### config.mk
export PLATFORM = sky130hd
export DESIGN_NAME = mmio_dev_sel_ctrl
export DESIGN_NICKNAME = d
export VERILOG_FILES = /design/src/rtl/mmio_pkg.sv /design/src/rtl/mmio_timeout_ctr.sv /design/src/rtl/mmio_dev_sel_ctrl.sv
export SDC_FILE = /design/constraint.sdc
export NUM_CORES = 1
export LEC_CHECK = 0
export CAP_MARGIN = 5
export CORE_AREA = 3 3 62 92
export CTS_CLUSTER_SIZE = 10
export DETAILED_ROUTE_END_ITERATION = 10
export DIE_AREA = 0 0 65 95
export PLACE_DENSITY_LB_ADDON = 0.05
export SLEW_MARGIN = 25
export SYNTH_ARGS = -nofsm -noshare
export SYNTH_HDL_FRONTEND = slang
export SYNTH_SLANG_ARGS = --single-unit
### constraint.sdc
create_clock -name clk -period 2.3 [get_ports clk]
set_input_delay 0.46 -clock clk [delete_from_list [all_inputs] [get_ports clk]]
set_output_delay 0.46 -clock clk [all_outputs]
set_load 0.02 [all_outputs]
### src/rtl/mmio_pkg.sv
// Shared types and constants for the MMIO device-select controller.
package mmio_pkg;

    localparam int unsigned DEV_SEL_W     = 3;
    localparam int unsigned NUM_DEV       = 8;
    localparam logic [15:0] BASE_ADDR_DEF = 16'hC000;
    localparam int unsigned TIMEOUT_DEF   = 15;

    typedef enum logic [1:0] {
        ST_IDLE   = 2'd0,
        ST_ACCESS = 2'd1,
        ST_RESP   = 2'd2
    } state_t;

endpackage

### src/rtl/mmio_timeout_ctr.sv
// Saturating ACCESS-cycle counter; tc_c flags the last permitted wait cycle.
module mmio_timeout_ctr
    import mmio_pkg::*;
#(
    parameter int unsigned TIMEOUT = TIMEOUT_DEF
) (
    input  logic clk,
    input  logic rst_n,
    input  logic clear,
    input  logic enable,
    output logic tc_c
);

    localparam int unsigned CNT_W = $clog2(TIMEOUT + 1);

    logic [CNT_W-1:0] count;

    // Saturates at TIMEOUT so it can never wrap back into range.
    always_ff @(posedge clk or negedge rst_n) begin
        if (!rst_n) begin
            count <= '0;
        end else if (clear) begin
            count <= '0;
        end else if (enable && (count != CNT_W'(TIMEOUT))) begin
            count <= count + CNT_W'(1);
        end
    end

    assign tc_c = (count == CNT_W'(TIMEOUT - 1));

endmodule

### src/rtl/mmio_dev_sel_ctrl.sv
// Single-outstanding MMIO request controller driving the 3-to-8 select decoder,
// with window check, device-ready wait, timeout and one-cycle ack.
module mmio_dev_sel_ctrl
    import mmio_pkg::*;
#(
    parameter int unsigned       ADDR_W    = 16,
    parameter int unsigned       DATA_W    = 16,
    parameter logic [ADDR_W-1:0] BASE_ADDR = ADDR_W'(BASE_ADDR_DEF),
    parameter int unsigned       TIMEOUT   = TIMEOUT_DEF
) (
    input  logic                 clk,
    input  logic                 rst_n,
    input  logic                 req,
    input  logic                 we,
    input  logic [ADDR_W-1:0]    addr,
    input  logic [DATA_W-1:0]    wdata,
    output logic                 ack,
    output logic                 err,
    output logic [DATA_W-1:0]    rdata,
    output logic                 busy,
    output logic [DEV_SEL_W-1:0] dev_adr,
    output logic                 dev_en,
    output logic                 dev_we,
    output logic [DATA_W-1:0]    dev_wdata,
    input  logic                 dev_rdy,
    input  logic [DATA_W-1:0]    dev_rdata
);

    state_t               state, state_d;
    logic                 ack_d, err_d, busy_d, dev_en_d, dev_we_d;
    logic [DATA_W-1:0]    rdata_d, dev_wdata_d;
    logic [DEV_SEL_W-1:0] dev_adr_d;
    logic                 hit;
    logic                 ctr_clear;
    logic                 ctr_tc;

    assign hit = (addr[ADDR_W-1:DEV_SEL_W] == BASE_ADDR[ADDR_W-1:DEV_SEL_W]);

    mmio_timeout_ctr #(
        .TIMEOUT (TIMEOUT)
    ) u_timeout_ctr (
        .clk    (clk),
        .rst_n  (rst_n),
        .clear  (ctr_clear),
        .enable (state == ST_ACCESS),
        .tc_c   (ctr_tc)
    );

    // Next-state and next-output logic; every register has a hold default.
    always_comb begin
        state_d     = state;
        ack_d       = 1'b0;
        err_d       = err;
        rdata_d     = rdata;
        busy_d      = busy;
        dev_adr_d   = dev_adr;
        dev_en_d    = dev_en;
        dev_we_d    = dev_we;
        dev_wdata_d = dev_wdata;
        ctr_clear   = 1'b0;

        case (state)
            ST_IDLE: begin
                ctr_clear = 1'b1;
                if (req) begin
                    dev_adr_d   = addr[DEV_SEL_W-1:0];
                    dev_wdata_d = wdata;
                    busy_d      = 1'b1;
                    if (hit) begin
                        state_d  = ST_ACCESS;
                        dev_en_d = 1'b1;
                        dev_we_d = we;
                    end else begin
                        state_d = ST_RESP;
                        ack_d   = 1'b1;
                        err_d   = 1'b1;
                        rdata_d = '0;
                    end
                end
            end
            ST_ACCESS: begin
                // Ready beats timeout when both land in the same cycle.
                if (dev_rdy) begin
                    state_d  = ST_RESP;
                    ack_d    = 1'b1;
                    err_d    = 1'b0;
                    rdata_d  = dev_we ? '0 : dev_rdata;
                    dev_en_d = 1'b0;
                    dev_we_d = 1'b0;
                end else if (ctr_tc) begin
                    state_d  = ST_RESP;
                    ack_d    = 1'b1;
                    err_d    = 1'b1;
                    rdata_d  = '0;
                    dev_en_d = 1'b0;
                    dev_we_d = 1'b0;
                end
            end
            ST_RESP: begin
                state_d = ST_IDLE;
                err_d   = 1'b0;
                rdata_d = '0;
                busy_d  = 1'b0;
            end
            default: begin
                state_d  = ST_IDLE;
                err_d    = 1'b0;
                rdata_d  = '0;
                busy_d   = 1'b0;
                dev_en_d = 1'b0;
                dev_we_d = 1'b0;
            end
        endcase
    end

    always_ff @(posedge clk or negedge rst_n) begin
        if (!rst_n) begin
            state     <= ST_IDLE;
            ack       <= 1'b0;
            err       <= 1'b0;
            rdata     <= '0;
            busy      <= 1'b0;
            dev_adr   <= '0;
            dev_en    <= 1'b0;
            dev_we    <= 1'b0;
            dev_wdata <= '0;
        end else begin
            state     <= state_d;
            ack       <= ack_d;
            err       <= err_d;
            rdata     <= rdata_d;
            busy      <= busy_d;
            dev_adr   <= dev_adr_d;
            dev_en    <= dev_en_d;
            dev_we    <= dev_we_d;
            dev_wdata <= dev_wdata_d;
        end
    end

endmodule

* Word-level counts from Yosys, hierarchy flattened *
Cells that the tools add are included.

word-level totals
  register bits after elaboration = 46
  input port bits = 53
  output and inout port bits = 40
  word-level logic and storage cells = 64

operators by class
  add/subtract/negate cells = 1
  equality and inequality tests = 9
  multiplexer cells = 34
  bitwise operators = 2
  reductions and logical operators = 8

operators by type and width
  kind                                                  number
  two-way mux 16 bit                                    5
  case mux 16 bit (2 select lines)                      1
  two-way mux 1 bit                                     16
  equality test 13 bit (second input constant)          1
  two-way mux 2 bit                                     4
  two-way mux 4 bit                                     2
  inequality test 2 bit (second input constant)         3
  case mux 1 bit (2 select lines)                       3
  case mux 1 bit (3 select lines)                       2
  AND reduction 2 bit                                   3
  adder 4 x 1 -> 4 bit (second input constant)          1
  equality test 4 bit (second input constant)           1
  inequality test 4 bit (second input constant)         1
  case mux 2 bit (2 select lines)                       1
  AND reduction 4 bit                                   1
  inequality test 3 bit (second input constant)         1
  AND reduction 3 bit                                   1
  equality test 2 x 1 -> 1 bit (second input constant)  1
  equality test 2 bit (second input constant)           1
  logical NOT 2 bit                                     1
  inverter 1 bit                                        2
  nonzero test 2 bit                                    1
  logical AND 1 bit                                     1

* Depth between registers and ports, before layout *
  word-level depth = 4
  depth in mapped cells = 7

* Modules after synthesis *
From an unflattened synthesis, not the netlist that was laid out.

unflattened totals
  cells, all modules = 141
  area total of the unflattened synthesis = 1,943.1 sq um

by module, submodules not included
  module             instances  cells an instance  area each (sq um)  seq. area each (sq um)
  mmio_dev_sel_ctrl  1          118                1,691.6            1,051.0
  mmio_timeout_ctr   1          23                 251.5              100.1

* Worst setup path before layout *
No wires, ideal clock.

  kind = register to register
  from = register u_timeout_ctr.count[0]
  to = register err
  data arrival time = 1,575 ps
  required time = 2,175 ps
  path slack = 600 ps
  stages on the path, launching flop included = 7
  path buffers = 0
  clock period less this slack = 1,700 ps
  cell sequence = dfrtp_1 -> inv_1 -> ha_1 -> and3_4 -> o31ai_2 -> o21bai_4 -> mux2_4

between the ends
  cells in the longest elaborated chain, start to end = 3

ends and longest elaborated chain
  what                                    RTL line                  source
  from (decl)                             mmio_timeout_ctr.sv:16    logic [CNT_W-1:0] count;
  from (signal assigned)                  mmio_timeout_ctr.sv:25    count <= count + CNT_W'(1);
  equality test 4 bit                     mmio_timeout_ctr.sv:29    assign tc_c = (count == CNT_W'(TIMEOUT - 1));
  inequality test 3 bit (no source line)  -
  AND reduction 3 bit (no source line)    -
  to (signal assigned)                    mmio_dev_sel_ctrl.sv:130  err <= err_d;
  to (decl)                               mmio_dev_sel_ctrl.sv:18   output logic err,

No other way between the ends.
A chain may end at the register's enable or synchronous reset.

* Worst setup path after layout *
  from = register state[0]
  to = register rdata[9]

between the ends
  cells in the longest elaborated chain, start to end = 3

ends and longest elaborated chain
  what                                                                             RTL line                  source
  from (decl)                                                                      mmio_dev_sel_ctrl.sv:29   state_t state, state_d;
  from (signal assigned)                                                           mmio_dev_sel_ctrl.sv:128  state <= state_d;
  equality test 2 x 1 -> 1 bit or logical NOT 2 bit (tied branches)                mmio_dev_sel_ctrl.sv:62   case (state)
  inequality test 3 bit (no source line) or inequality test 2 bit (tied branches)  -
  AND reduction 3 bit (no source line)                                             -
  to (signal assigned)                                                             mmio_dev_sel_ctrl.sv:131  rdata <= rdata_d;
  to (decl)                                                                        mmio_dev_sel_ctrl.sv:19   output logic [DATA_W-1:0] rdata,

Parallel ways exist; a longest one is shown, timed or not.

==> flow_metrics.tcl <==
set metrics [dict create \
    place_ws_ns 0.0579 \
    crit_path_end_kind "register" \
    drc 0 \
    fin_crit_sh 0.863 \
    ys_seq_area_frac 0.590 \
    cts_buffers 5 \
    cts.sinks 46 \
    max_freq_mhz 504 \
    layout.nets 333 \
    crit_buf_inv 0 \
    relSlewSlack 0.329 \
    drive_above_1_share 0.0824 \
    maxUsedRoutingLayer "met4" \
    setup_viol 0 \
    syn2layout_area_growth_pct 57.8 \
    critPathKind "register to register" \
    root_buffer "clkbuf_8" \
    ys_types 34 \
    yosys_warnings 0 \
    num_io_pins 93 \
    min_path_type "input port to asynchronous set/reset pin" \
    avgSynthCellArea_um2 10.7 \
    die_area_um2 6180 \
    dp_hpwl_um 3640 \
    finalWirelength_um 4860 \
    path_cells "nand2b_1, nor3b_2, a22o_1" \
    place_area_um2 2940 \
    netlist_area_um2 1950 \
    yosys.area_share.adder 0.0128 \
    ant_nets 0 \
    arrival_ns 2.22 \
    drt-vias-per-instance 4.84 \
    synth_top_family_by_area "simple AND/OR/NAND/NOR gates" \
    synth.top_cell.area_share 0.590 \
    wl_met2_um 2360 \
    tns_ns 0 \
    total_leakage_power_nw 1.39 \
    cpMaxStageDelayCell "nor3b_2" \
    power_density_nw_per_um2 642 \
    syn_inst 182 \
    drv_slew 0 \
    vdd_ir_drop_max_uv 420 \
    vias 1670 \
    grt_pass1_vias 1697 \
    cts_resized 0 \
    ctsHoldBuffers 0 \
    finalPower_mw 1.98 \
    antenna_found_initial 0 \
    placed_cells 337 \
    grt_max_degree 34 \
    period_needed_ns 1.99 \
    cts.clk_slew.worst_paths_ns 0.09 \
    track_usage 0.163 \
    status "finished, final reports clean" \
    wl_per_cell_um 14.1 \
    cp_max_fo 16 \
    tightest_slew_ns 1.00 \
    crit_family "simple AND/OR/NAND/NOR gates" \
    die_h_um 95 \
    io_buffers 92 \
    wl_met3_um 449 \
    start_kind "register" \
    start_util 0.396 \
    drt_iter0_drc 49 \
    place.gp.congestion 0.758 \
    drv_cap 0 \
    gr-total-overflow 0 \
    setup_slack_ns 0.315 \
    clock_skew_ns 0.00431 \
    die_x_um 65 \
    utilization 0.625 \
    fill_cells 438 \
    synth_compound_area_frac 0.148 \
    synth_seq_cells 46 \
    instances_no_fill 345 \
    cp_slowest_stage_delay_ns 0.84 \
    rsz0062_at_grt "false" \
    worstPathRequired_ns 2.54 \
    hold_ws_ns 0.0395 \
    firstDrtPassIters 4 \
    core_um2 4930 \
    postCtsSetupBuffers 0 \
    yosys.area.top_type "dfrtp_1" \
    clock_latency_ns 0.29 \
    rows 31 \
    cts.path.max_buffers 2 \
    grt_pass1_wl_um 7920 \
    h-tree-depth 2 \
    synth_simple_gate_area_frac 0.211 \
    synthXorXnorAreaFrac 0 \
    final_hold_viol_count 0 \
    met1_length_um 1990 \
    synth_fp_nets 237 \
    cts_tree "done" \
    ys_top_cells_by_area "dfrtp_1 (59%), nand2_1 (12%), a22o_1 (7.6%)" \
    synth.area.mux_share 0.00769 \
    antennaDiodeCount 0 \
    post-route-cell-area_um2 3080 \
]
-- sequential cells by signal (all words and copies together), names as in the netlist --
name / cells
dev_en: 1
state: 2
dev_we: 1
u_timeout_ctr.count: 4
busy: 1
err: 1
dev_wdata: 16
rdata: 16
dev_adr: 3
ack: 1
-- synth_stat cells --
master     n
ha_1       2
and2_1     1
nor3b_2    1
dfrtp_1   46
clkbuf_1   4
a22o_1    17
o21bai_4   1
buf_2      3
and3_2     1
or4_2      1
mux2_4     1
a21oi_1    6
nand2b_1   4
o41ai_1    1
nor3b_1    1
nand2_1   62
nor4b_4    1
a21o_1     2
nand4_1    2
or3_1      1
and3_4     1
o31ai_2    1
o221ai_1   1
inv_1      4
nand3_1    2
nor2b_1    1
nor2_1     4
o21ai_0    3
nor4_4     1
o31ai_1    2
buf_8      1
a22oi_1    1
o32ai_1    1
nor3_1     1
-- cells in the final DEF, fill, tap and decap left out, types with 2 or more instances in the layout --
master / n
ha_1: 2
o21ai_0: 3
a21o_1: 2
buf_4: 5
bufinv_16: 2
nor2_1: 4
o31ai_1: 2
clkdlybuf4s50_1: 91
clkbuf_8: 5
a21oi_1: 6
dfrtp_1: 46
inv_1: 4
nand2b_1: 4
a22o_1: 17
nand4_1: 2
nand2_1: 62
nand3_1: 2
-- cells by family after synthesis --
family / Yosys count
buffers and inverters: 12
AO/OA/AOI/OAI: 36
flip-flops: 46
multiplexers: 1
AND/OR/NAND/NOR: 85
adder cells (fa/ha/maj): 2
-- layer usage --
layer | up-vias | GRT usage
met2 | 67 | 0.263
li1 | 815 | -
met4 | 0 | 0.0476
met1 | 782 | 0.203
met5 | - | 0
met3 | 6 | 0.0595
-- final cells by class --
class                      instances  area [um2]  area share
timing repair buffer              97         953       0.310
clock buffer                       5        68.8      0.0223
inverter                           4        15.0     0.00487
multi-input combinational        124         741       0.240
tap                               66        82.6      0.0268
clock inverter                     3        68.8      0.0223
sequential                        46        1150       0.374
-- where the power goes --
group          internal [mW]  total, mW  switching (mW)
clock                  0.435      0.708           0.273
combinational          0.205      0.383           0.178
sequential             0.860      0.887          0.0272
total                   1.50       1.98           0.479
-- final timing paths --
check | startpoint | end | slack (ns) | depth (start not counted)
worst min register to register | dev_adr[2] | dev_adr[2] | 0.48 | 2
min in group clk | dev_adr[2] | dev_adr[2] | 0.48 | 2
worst min-delay path | rst_n | state[1] | 0.04 | 1
max in group asynchronous | rst_n | dev_wdata[3] | 1.55 | 2
worst max-delay path | state[0] | rdata[9] | 0.31 | 3
worst max register to register | state[0] | rdata[9] | 0.31 | 3
Note: power is estimated with default switching activity, not from simulation.
